`src/rtl/ssd1306_pkg.sv`:
```
// ssd1306_pkg: FSM state types, SSD1306 command bytes and the init/sync command sequences.
package ssd1306_pkg;

    typedef enum logic [2:0] {S_RST_LOW, S_RST_WAIT, S_INIT, S_IDLE, S_DATA, S_SYNC} state_t;
    typedef enum logic [2:0] {TX_IDLE, TX_LOW, TX_HIGH, TX_HOLD, TX_GAP} tx_stage_t;

    localparam logic [7:0] CMD_DISPLAY_OFF  = 8'hAE;
    localparam logic [7:0] CMD_CLK_DIV      = 8'hD5;
    localparam logic [7:0] CMD_MUX_RATIO    = 8'hA8;
    localparam logic [7:0] CMD_DISP_OFFSET  = 8'hD3;
    localparam logic [7:0] CMD_START_LINE   = 8'h40;
    localparam logic [7:0] CMD_CHARGE_PUMP  = 8'h8D;
    localparam logic [7:0] CMD_ADDR_MODE    = 8'h20;
    localparam logic [7:0] CMD_SEG_REMAP    = 8'hA1;
    localparam logic [7:0] CMD_COM_SCAN_DEC = 8'hC8;
    localparam logic [7:0] CMD_COM_PINS     = 8'hDA;
    localparam logic [7:0] CMD_CONTRAST     = 8'h81;
    localparam logic [7:0] CMD_PRECHARGE    = 8'hD9;
    localparam logic [7:0] CMD_VCOMH        = 8'hDB;
    localparam logic [7:0] CMD_RESUME_RAM   = 8'hA4;
    localparam logic [7:0] CMD_NORMAL       = 8'hA6;
    localparam logic [7:0] CMD_DISPLAY_ON   = 8'hAF;
    localparam logic [7:0] CMD_COL_ADDR     = 8'h21;
    localparam logic [7:0] CMD_PAGE_ADDR    = 8'h22;

    localparam logic [4:0] INIT_LEN = 5'd25;
    localparam logic [4:0] SYNC_LEN = 5'd6;

    // Vertical addressing (20 01) matches the streamer's page-inner, column-outer order.
    localparam logic [199:0] INIT_SEQ = {
        CMD_DISPLAY_OFF, CMD_CLK_DIV, 8'h80, CMD_MUX_RATIO, 8'h1F, CMD_DISP_OFFSET, 8'h00,
        CMD_START_LINE, CMD_CHARGE_PUMP, 8'h14, CMD_ADDR_MODE, 8'h01, CMD_SEG_REMAP,
        CMD_COM_SCAN_DEC, CMD_COM_PINS, 8'h02, CMD_CONTRAST, 8'h8F, CMD_PRECHARGE, 8'hF1,
        CMD_VCOMH, 8'h40, CMD_RESUME_RAM, CMD_NORMAL, CMD_DISPLAY_ON};

    localparam logic [47:0] SYNC_SEQ = {CMD_COL_ADDR, 8'h00, 8'h7F, CMD_PAGE_ADDR, 8'h00, 8'h03};

    function automatic logic [7:0] init_byte(input logic [4:0] idx);
        logic [199:0] s;
        s = INIT_SEQ << {idx, 3'b000};
        return s[199:192];
    endfunction

    function automatic logic [7:0] sync_byte(input logic [4:0] idx);
        logic [47:0] s;
        s = SYNC_SEQ << {idx, 3'b000};
        return s[47:40];
    endfunction

endpackage

```
`src/rtl/ssd1306_spi_driver_tx.sv`:
```
// spi_byte_tx: frames one mode-0 SPI byte (cs_n, dc, sck, mosi) and pulses o_done at the end of the cs_n gap.
module spi_byte_tx
    import ssd1306_pkg::*;
#(
    parameter int CLK_DIV = 2
) (
    input  logic       i_clk,
    input  logic       i_resetn,
    input  logic       i_start,
    input  logic [7:0] i_byte,
    input  logic       i_dc,
    output logic       o_done,
    output logic       o_sck,
    output logic       o_mosi,
    output logic       o_cs_n,
    output logic       o_dc
);

    localparam logic [7:0] DIV_LAST = 8'(CLK_DIV - 1);

    tx_stage_t  r_stage, w_stage_nx;
    logic [7:0] r_div, r_sh;
    logic [2:0] r_bit;
    logic       r_sck, r_mosi, r_cs_n, r_dc;
    logic       w_tick;

    assign w_tick = r_div == DIV_LAST;
    assign o_done = r_stage == TX_GAP && w_tick;
    assign o_sck  = r_sck;
    assign o_mosi = r_mosi;
    assign o_cs_n = r_cs_n;
    assign o_dc   = r_dc;

    always_comb begin
        w_stage_nx = r_stage;
        if (i_start)
            w_stage_nx = TX_LOW;
        else if (w_tick)
            case (r_stage)
                TX_LOW:  w_stage_nx = TX_HIGH;
                TX_HIGH: w_stage_nx = (r_bit == 3'd7) ? TX_HOLD : TX_LOW;
                TX_HOLD: w_stage_nx = r_bit[0] ? TX_GAP : TX_HOLD;
                TX_GAP:  w_stage_nx = TX_IDLE;
                default: w_stage_nx = r_stage;
            endcase
    end

    always_ff @(posedge i_clk) begin
        if (!i_resetn)
            r_stage <= TX_IDLE;
        else
            r_stage <= w_stage_nx;
    end

    // The hold phase spans two dividers; r_bit (wrapped to 0) marks the first one.
    always_ff @(posedge i_clk) begin
        if (!i_resetn) begin
            r_div  <= 8'd0;
            r_bit  <= 3'd0;
            r_sh   <= 8'd0;
            r_sck  <= 1'b0;
            r_mosi <= 1'b0;
            r_cs_n <= 1'b1;
            r_dc   <= 1'b0;
        end else if (i_start) begin
            r_div  <= 8'd0;
            r_bit  <= 3'd0;
            r_sh   <= {i_byte[6:0], 1'b0};
            r_sck  <= 1'b0;
            r_mosi <= i_byte[7];
            r_cs_n <= 1'b0;
            r_dc   <= i_dc;
        end else if (r_stage != TX_IDLE) begin
            r_div <= w_tick ? 8'd0 : r_div + 8'd1;
            if (w_tick)
                case (r_stage)
                    TX_LOW:  r_sck <= 1'b1;
                    TX_HIGH: begin
                        r_sck <= 1'b0;
                        r_bit <= r_bit + 3'd1;
                        if (r_bit != 3'd7) begin
                            r_mosi <= r_sh[7];
                            r_sh   <= r_sh << 1;
                        end
                    end
                    TX_HOLD: begin
                        r_bit  <= 3'd1;
                        r_cs_n <= r_bit[0];
                    end
                    default: r_sck <= 1'b0;
                endcase
        end
    end

endmodule

```
`src/rtl/ssd1306_spi_driver.sv`:
```
// ssd1306_spi_driver: panel reset, optional power-on init (SSD1306_INIT_SEQ_EN), then pixel/sync bytes over SPI.
// Without SSD1306_INIT_SEQ_EN the panel init is owned externally and S_INIT is never entered.
module ssd1306_spi_driver
    import ssd1306_pkg::*;
#(
    parameter int CLK_DIV    = 2,
    parameter int RST_CYCLES = 1000
) (
    input  logic       clk_in,
    input  logic       resetn_in,
    input  logic [7:0] data_in,
    input  logic       write_stb_in,
    input  logic       sync_stb_in,
    output logic       ready_out,
    output logic       spi_sck_out,
    output logic       spi_mosi_out,
    output logic       spi_cs_n_out,
    output logic       spi_dc_out,
    output logic       oled_rst_n_out
);

    localparam int CW = $clog2(RST_CYCLES + 1);
    localparam logic [CW-1:0] CNT_LAST = CW'(RST_CYCLES - 1);

    state_t        r_state, w_state_nx;
    logic [CW-1:0] r_cnt, w_cnt_nx;
    logic [4:0]    r_idx, w_idx_nx;
    logic          r_ready, r_oled_rst_n;
    logic          w_start, w_dc, w_done, w_cnt_end;
    logic [7:0]    w_byte;

    assign w_cnt_end      = r_cnt == CNT_LAST;
    assign ready_out      = r_ready;
    assign oled_rst_n_out = r_oled_rst_n;

    // Each multi-byte state chains the next byte on the done pulse so cs_n gaps stay at CLK_DIV.
    always_comb begin
        w_state_nx = r_state;
        w_cnt_nx   = r_cnt;
        w_idx_nx   = r_idx;
        w_start    = 1'b0;
        w_byte     = data_in;
        w_dc       = 1'b1;
        case (r_state)
            S_RST_LOW: begin
                w_cnt_nx = w_cnt_end ? '0 : r_cnt + 1'b1;
                if (w_cnt_end) w_state_nx = S_RST_WAIT;
            end
            S_RST_WAIT: begin
                w_cnt_nx = w_cnt_end ? '0 : r_cnt + 1'b1;
                if (w_cnt_end) begin
`ifdef SSD1306_INIT_SEQ_EN
                    w_state_nx = S_INIT;
                    w_start    = 1'b1;
                    w_byte     = init_byte(5'd0);
                    w_dc       = 1'b0;
                    w_idx_nx   = 5'd1;
`else
                    w_state_nx = S_IDLE;
`endif
                end
            end
`ifdef SSD1306_INIT_SEQ_EN
            S_INIT: begin
                w_byte = init_byte(r_idx);
                w_dc   = 1'b0;
                if (w_done) begin
                    w_state_nx = (r_idx == INIT_LEN) ? S_IDLE : S_INIT;
                    w_start    = r_idx != INIT_LEN;
                    w_idx_nx   = r_idx + 5'd1;
                end
            end
`endif
            S_IDLE:
                if (write_stb_in) begin
                    w_state_nx = S_DATA;
                    w_start    = 1'b1;
                end else if (sync_stb_in) begin
                    w_state_nx = S_SYNC;
                    w_start    = 1'b1;
                    w_byte     = sync_byte(5'd0);
                    w_dc       = 1'b0;
                    w_idx_nx   = 5'd1;
                end
            S_DATA:
                if (w_done) w_state_nx = S_IDLE;
            S_SYNC: begin
                w_byte = sync_byte(r_idx);
                w_dc   = 1'b0;
                if (w_done) begin
                    w_state_nx = (r_idx == SYNC_LEN) ? S_IDLE : S_SYNC;
                    w_start    = r_idx != SYNC_LEN;
                    w_idx_nx   = r_idx + 5'd1;
                end
            end
            default: w_state_nx = S_RST_LOW;
        endcase
    end

    always_ff @(posedge clk_in) begin
        if (!resetn_in)
            r_state <= S_RST_LOW;
        else
            r_state <= w_state_nx;
    end

    always_ff @(posedge clk_in) begin
        if (!resetn_in) begin
            r_cnt        <= '0;
            r_idx        <= 5'd0;
            r_ready      <= 1'b0;
            r_oled_rst_n <= 1'b0;
        end else begin
            r_cnt        <= w_cnt_nx;
            r_idx        <= w_idx_nx;
            r_ready      <= w_state_nx == S_IDLE;
            r_oled_rst_n <= w_state_nx != S_RST_LOW;
        end
    end

    spi_byte_tx #(.CLK_DIV(CLK_DIV)) u_tx (
        .i_clk    (clk_in),
        .i_resetn (resetn_in),
        .i_start  (w_start),
        .i_byte   (w_byte),
        .i_dc     (w_dc),
        .o_done   (w_done),
        .o_sck    (spi_sck_out),
        .o_mosi   (spi_mosi_out),
        .o_cs_n   (spi_cs_n_out),
        .o_dc     (spi_dc_out)
    );

endmodule
```
`config.mk`:
```
export PLATFORM = sky130hd
export DESIGN_NAME = ssd1306_spi_driver
export DESIGN_NICKNAME = d
export VERILOG_FILES = /design/src/rtl/ssd1306_pkg.sv /design/src/rtl/ssd1306_spi_driver_tx.sv /design/src/rtl/ssd1306_spi_driver.sv
export SDC_FILE = /design/constraint.sdc
export NUM_CORES = 1
export LEC_CHECK = 0
export CORE_MARGIN = 2
export CORE_UTILIZATION = 45
export DETAILED_ROUTE_END_ITERATION = 16
export GPL_TIMING_DRIVEN = 0
export PLACE_DENSITY_LB_ADDON = 0.12
export SYNTH_ARGS = -nofsm -noshare
export SYNTH_HDL_FRONTEND = slang
export SYNTH_SLANG_ARGS = --single-unit
```
`constraint.sdc`:
```
create_clock -name clk_in -period 2.25 [get_ports clk_in]
set_clock_uncertainty 0.05 [all_clocks]
set_input_delay 0.5625 -clock clk_in [delete_from_list [all_inputs] [get_ports clk_in]]
set_output_delay 0.5625 -clock clk_in [all_outputs]
set_load 0.02 [all_outputs]
```
==> flow_metrics.tcl, run 1 <==
set metrics [dict create \
    h-tree-depth 2 \
    cts_sinks 45 \
    flip_flop_and_latch_count_after_synthesis 45 \
    worstSkewPairLatency_ns 0.30 \
    timing.final.crit_share_pct 90.8 \
    drt_first_iter_violations 66 \
    timing.critical_path.slowest_stage_cell "dfxtp_1" \
    port-buffer-count 16 \
    final-setup-viol-count 0 \
    dr_total_vias 1971 \
    rr_endpoint "u_tx.r_sh[2]" \
    clkTransAtPathRegs_ns 0.09 \
    globalRouteOverflowTotal 0 \
    floorplan.die_area_mm2 0.00572 \
    placementRows 26 \
    synth_top_cells_by_area "dfxtp_1, nor2_1, nand2_1" \
    layout.cells.most_common "dfxtp_1" \
    synth_area_per_cell_um2 8.36 \
    critPathMaxFanout 8 \
    post_cts_hold_buffer_count 0 \
    worstRegToRegCells 7 \
    register_area_um2 901 \
    ys_dominant_reg_cell "dfxtp_1" \
    antenna-diode-count 0 \
    start_kind "flip-flop" \
    grt_antenna_before_repair 0 \
    yosys.area.top_type "dfxtp_1" \
    routed_via_density 5.28 \
    design.core.area_mm2 0.00504 \
    synth.net_count 295 \
    cts_buffers 5 \
    crit_path_capture_type "flip-flop" \
    ir_worst_vdd_mv 0.399 \
    grt_setup_unrepaired "no" \
    synth_area_mm2 0.00231 \
    preCtsSetupSlack_ns 0.0678 \
    placed_cells_incl_taps 362 \
    critical_path_class "flip-flop to flip-flop" \
    slew_violations 0 \
    setup_tns_ns 0 \
    outcome "finished, final reports clean" \
    timing.critical_path.cells "ha_1 > ha_1 > nor2_2 > nand4_1 > nand2_1 > nand3_1 > o211a_1" \
    final-hold-violation-count 0 \
    multi_input_comb_area_mm2 0.00132 \
    max-clock-path-buffers 2 \
    total_power_density_per_cell_area_mw_per_mm2 552 \
    ff2ff_setup_slack_ns 0.21 \
    worst_ep_arrival_time_ns 2.19 \
    post-dp-hpwl_um 3390 \
    max_clock_freq_mhz 489 \
    worstPathRequired_ns 2.40 \
    flow.area_growth_from_synthesis_pct 16.8 \
    globalRouteTotalUtil_pct 17.5 \
    power.static_leakage_nw 1.00 \
    drtAntennaViolNets 0 \
    final_net_count 321 \
    synthCells 276 \
    cap_violations 0 \
    final_period_minus_worst_setup_slack_ns 2.04 \
    first_pass_drt_iterations 4 \
    layout-drive-gt1-share_pct 9.90 \
    slew-limit-headroom_pct 60.0 \
    grt_first_pass_wirelength_um 7750 \
    place.gp.congestion 0.818 \
    remaining_drc_errors 0 \
    critical_path_cell_count 7 \
    wl_um 4850 \
    max_slew.worst_pin.slew_ns 0.598 \
    crit_path_frequent_cell "ha_1" \
    grt_pass1_vias 1695 \
    tritoncts "built" \
    pin_count 18 \
    async_flop_share_pct 0 \
    fin_cells 373 \
    fillCellCount 512 \
    critical_path.startpoint "u_tx.r_bit[0]" \
    initial_core_util_pct 45.8 \
    die-width_um 75.6 \
    netlist-cell-type-count 46 \
    seq_area_frac_synth_pct 39.0 \
    synth_top_cell_area_share_pct 39.0 \
    edff_count_synth 0 \
    crit_path_max_incr_delay_ns 0.38 \
    grt_max_degree 16 \
    setup.worst_path.end "u_tx.r_sh[2]" \
    setup_slack_ns 0.207 \
    critical-path-top-delay-family "simple AND/OR/NAND/NOR gates" \
    number_of_buffer_and_inverter_instances_along_the_worst_setup_path 0 \
    most-common-layout-cells "dfxtp_1, nor2_1, nand2_1" \
    routed_wire_length_per_instance_um 13.0 \
    critical_path.reg2reg.startpoint "u_tx.r_bit[0]" \
    holdCritPathClass "flip-flop to flip-flop" \
    clock_tree.root_cell "clkbuf_8" \
    die_h_um 75.6 \
    yosysWarningCount 0 \
]
[metal layers]
metal,vias up,wire length (um),part of all wire [%],GRT usage (%)
li1,1027,-,-,-
met1,901,2460,51,24.3
met2,35,2150,44,26.6
met3,8,173,3.6,4.23
met4,0,70,1.4,5.85
met5,-,0,0,0
[power by group]
group | internal (mW) | total [mW] | switching [mW] | leakage, nW
Sequential | 0.802 | 0.809 | 0.00675 | 0.363
Clock | 0.332 | 0.620 | 0.287 | 0.0543
Combinational | 0.0300 | 0.0597 | 0.0297 | 0.586
[stage by stage]
step	utilization [%]	area [um2]	power, mW	hold slack (ns)
global placement	50.7	2550	0.888	0.393
detailed placement	50.7	2550	0.888	0.404
finish	53.4	2700	1.49	0.414
global route	53.4	2700	1.54	0.440
floorplan	-	2310	0.856	0.386
CTS	53.0	2670	1.51	0.416
[what timing repair did]
action,4_1_cts,5_1_grt
setup buffers,0,3
setup endpoints to repair,0,7
hold endpoints to repair,0,0
gates resized for setup,0,1
[worst min path at each step]
stage | depth (start not counted) | endpoint | startpoint | slack, ns
after floorplan | 2 | u_tx.r_bit[1] | u_tx.r_bit[1] | 0.39
after global placement | 2 | u_tx.r_bit[2] | u_tx.r_bit[2] | 0.39
after detailed placement | 2 | u_tx.r_bit[2] | u_tx.r_bit[2] | 0.40
after CTS | 2 | u_tx.r_bit[2] | u_tx.r_bit[2] | 0.42
after global routing | 2 | u_tx.r_bit[2] | u_tx.r_bit[2] | 0.44
final | 2 | u_tx.r_bit[1] | u_tx.r_bit[1] | 0.41
[cell type report]
class / count / share of cell area [%]
repair buffers: 19 / 6.78
clock buffers: 5 / 2.55
flip-flops and latches: 45 / 33.4
well taps: 70 / 3.25
plain buffers: 9 / 2.23
inverters: 7 / 0.975
clock inverters: 3 / 1.72
multi-input cells: 215 / 49.1
[worst min-delay path, cell delays in order, from the launching register on]
cell	delay, ns
dfxtp_1	0.32
nand2_1	0.05
a21oi_1	0.05
[sequential cells by signal, indices dropped and copies added (netlist names), 3 cells and up]
name / flops
u_tx.r_bit: 3
r_idx: 5
u_tx.r_div: 8
u_tx.r_stage: 3
r_state: 3
r_cnt: 10
u_tx.r_sh: 7
[synthesized netlist by cell type (all sizes together) (3+ instances only)]
master	count
inv	7
nor2b	4
buf	6
nand3	14
or3	3
and3	4
o21ai	11
a211oi	8
nor2	41
nand4	8
ha	7
dfxtp	45
and2	3
xnor2	10
xor2	7
nand3b	6
nand2	32
a311oi	6
nand2b	3
a21oi	18
clkbuf	3
nor3	8
mux2i	3
[cells by family (layout without fill, tap and decap cells)]
| group | after synthesis | count (layout) | share of synthesized area [%] |
|---|---|---|---|
| muxes | 3 | 3 | 1.30 |
| xor gates and xnor gates | 17 | 17 | 6.45 |
| and+or+nand+nor | 135 | 135 | 30.5 |
| DFF | 45 | 45 | 39.0 |
| buffers and inverters | 16 | 43 | 3.74 |
| AOI/OAI and AO/OA | 53 | 53 | 15.2 |
| adders and majority gates | 7 | 7 | 3.80 |
(Power assumes the default switching activity.)
==> run 2: changes to the inputs <==
TNS_END_PERCENT = 5   (was unset)
==> run 2 against run 1 <==
- cell count shrank 0.80%
- clock-buffer cell count unchanged
- routed wire length shrank 0.33%
- clock power barely moved
- sequential share of layout area rose by 0.27 points
- die area unchanged
- critical path depth unchanged
- core utilization fell by 0.42 points
- fmax down 3.4%
- first-iteration DRC count shrank 3.0%
- largest cell class unchanged
- highest routed layer unchanged
==> flow_metrics.tcl, run 2 (synthesized netlist as in run 1, its figures left out) <==
set metrics [dict create \
    outcome "finished, final reports clean" \
    totalPowerFinal_mw 1.49 \
    layout.cells.most_common "dfxtp_1" \
    initial_core_util_pct 45.8 \
    worstPathRequired_ns 2.37 \
    wl_um 4840 \
    dr_total_vias 1966 \
    critPathMaxFanout 10 \
    timing.critical_path.slowest_stage_cell "dfxtp_1" \
    grt_first_pass_wirelength_um 7750 \
    timing.final.crit_share_pct 94.0 \
    clock_tree.root_cell "clkbuf_8" \
    clkTransAtPathRegs_ns 0.09 \
    number_of_gates_given_a_new_drive_strength_after_cts 0 \
    postCtsSetupBuffers 0 \
    ir_worst_vdd_mv 0.400 \
    remaining_drc_errors 0 \
    power_frac_comb_pct 4.0 \
    flow.area_growth_from_synthesis_pct 15.9 \
    post_cts_hold_buffer_count 0 \
    total_power_density_per_cell_area_mw_per_mm2 558 \
    power.share.switching_pct 21.9 \
    setup_tns_ns 0 \
    grt_max_degree 16 \
    max_slew.worst_pin.slew_ns 0.601 \
    final_period_minus_worst_setup_slack_ns 2.12 \
    top_regs "r_cnt x10, u_tx.r_div x8, u_tx.r_sh x7" \
    max_clock_freq_mhz 473 \
    place.gp.congestion 0.818 \
    power.static_leakage_nw 0.988 \
    die-width_um 75.6 \
    drt_first_iter_violations 64 \
    worst_ep_arrival_time_ns 2.23 \
    design.core.area_mm2 0.00504 \
    final-hold-violation-count 0 \
    grt_pass1_vias 1695 \
    placementRows 26 \
    worstSkewPairLatency_ns 0.30 \
    h-tree-depth 2 \
    intPower_mw 1.16 \
    start_kind "flip-flop" \
    max-clock-path-buffers 2 \
    most-common-layout-cells "dfxtp_1, nor2_1, nand2_1" \
    power.switching_mw 0.327 \
    layout-drive-gt1-share_pct 9.00 \
    critical_path_class "flip-flop to flip-flop" \
    final_net_count 318 \
    routed_wire_length_per_instance_um 13.1 \
    cts_sinks 45 \
    grt_antenna_before_repair 0 \
    port-buffer-count 16 \
    crit_path_max_incr_delay_ns 0.42 \
    regMostFlops "r_cnt" \
    globalRouteTotalUtil_pct 17.5 \
    pin_count 18 \
    slew_violations 0 \
    crit_path_capture_type "flip-flop" \
    die_h_um 75.6 \
    post-dp-hpwl_um 3390 \
    grt_setup_unrepaired "no" \
    timing.critical_path.cells "ha_1 > nor4b_4 > and2_4 > a31oi_2 > buf_6 > a211oi_1 > a311oi_1" \
    antenna-diode-count 0 \
    pwr-share-seq_pct 54.2 \
    first_pass_drt_iterations 4 \
    routed_via_density 5.31 \
    fillCellCount 512 \
    slew-limit-headroom_pct 59.8 \
    clkPwrFrac_pct 41.8 \
    holdCritPathClass "flip-flop to flip-flop" \
    floorplan.die_area_mm2 0.00572 \
    globalRouteOverflowTotal 0 \
    cts_buffers 5 \
    tritoncts "built" \
    final-setup-viol-count 0 \
    ff2ff_setup_slack_ns 0.13 \
    largest_register_ffs 10 \
    cap_violations 0 \
    drtAntennaViolNets 0 \
]
[run 2: cell count changes in the layout (fill, tap and decap cells not counted)]
| cell | before | now |
|---|---|---|
| and2_2 | 1 | 0 |
| buf_4 | 3 | 0 |
| and2_4 | 0 | 1 |
[run 2: critical path, delay by kind of cell, from the launching register on]
family,cells,cell delay [ns]
simple gates,2,0.69
compound gates,3,0.44
fa+ha+maj,1,0.19
buf+inv,1,0.18
flops,1,0.42
[run 2: path summary, 6_finish.rpt]
kind | to | start | cells after the start
max | u_tx.r_sh[5] | u_tx.r_div[0] | 7
min | u_tx.r_bit[1] | u_tx.r_bit[1] | 2
max reg2reg | u_tx.r_sh[5] | u_tx.r_div[0] | 7
min reg2reg | u_tx.r_bit[1] | u_tx.r_bit[1] | 2
[run 2: area by class of cell]
type / count / area [um2] / share of cell area [%]
tap: 70 / 87.6 / 3.28
timing repair buffer: 16 / 160 / 5.99
inverter: 7 / 26.3 / 0.983
clock inverter: 3 / 46.3 / 1.73
sequential: 45 / 901 / 33.7
buffer: 9 / 60.1 / 2.25
multi-input combinational: 215 / 1320 / 49.5
clock buffer: 5 / 68.8 / 2.57
[run 2: metrics by stage]
stage                     std cells  util [%]  hold WS [ns]  instance area, um2  setup WS, ns
after global routing            370      53.0         0.440                2670        0.0300
after detailed placement        362      50.7         0.404                2550        0.0678
final                           370      53.0         0.414                2670         0.134
after global placement          362      50.7         0.393                2550        0.0590
after CTS                       370      53.0         0.416                2670        0.0581
after floorplan                 276         -         0.386                2310         0.480
[run 2: routing by layer]
layer / global-route usage [%] / vias up / routed length, um
li1: - / 1021 / -
met1: 24.3 / 897 / 2460
met2: 26.6 / 38 / 2100
met3: 4.23 / 10 / 189
met4: 5.85 / 0 / 87
met5: 0 / - / 0
[run 2: power groups by stage]
stage / Combinational (mW) / Clock, mW / Sequential, mW
final: 0.0599 / 0.623 / 0.809
after global placement: 0.0601 / 0 / 0.828
after floorplan: 0.0276 / 0 / 0.828
after CTS: 0.0606 / 0.638 / 0.809
after detailed placement: 0.0604 / 0 / 0.828
after global routing: 0.0650 / 0.668 / 0.810
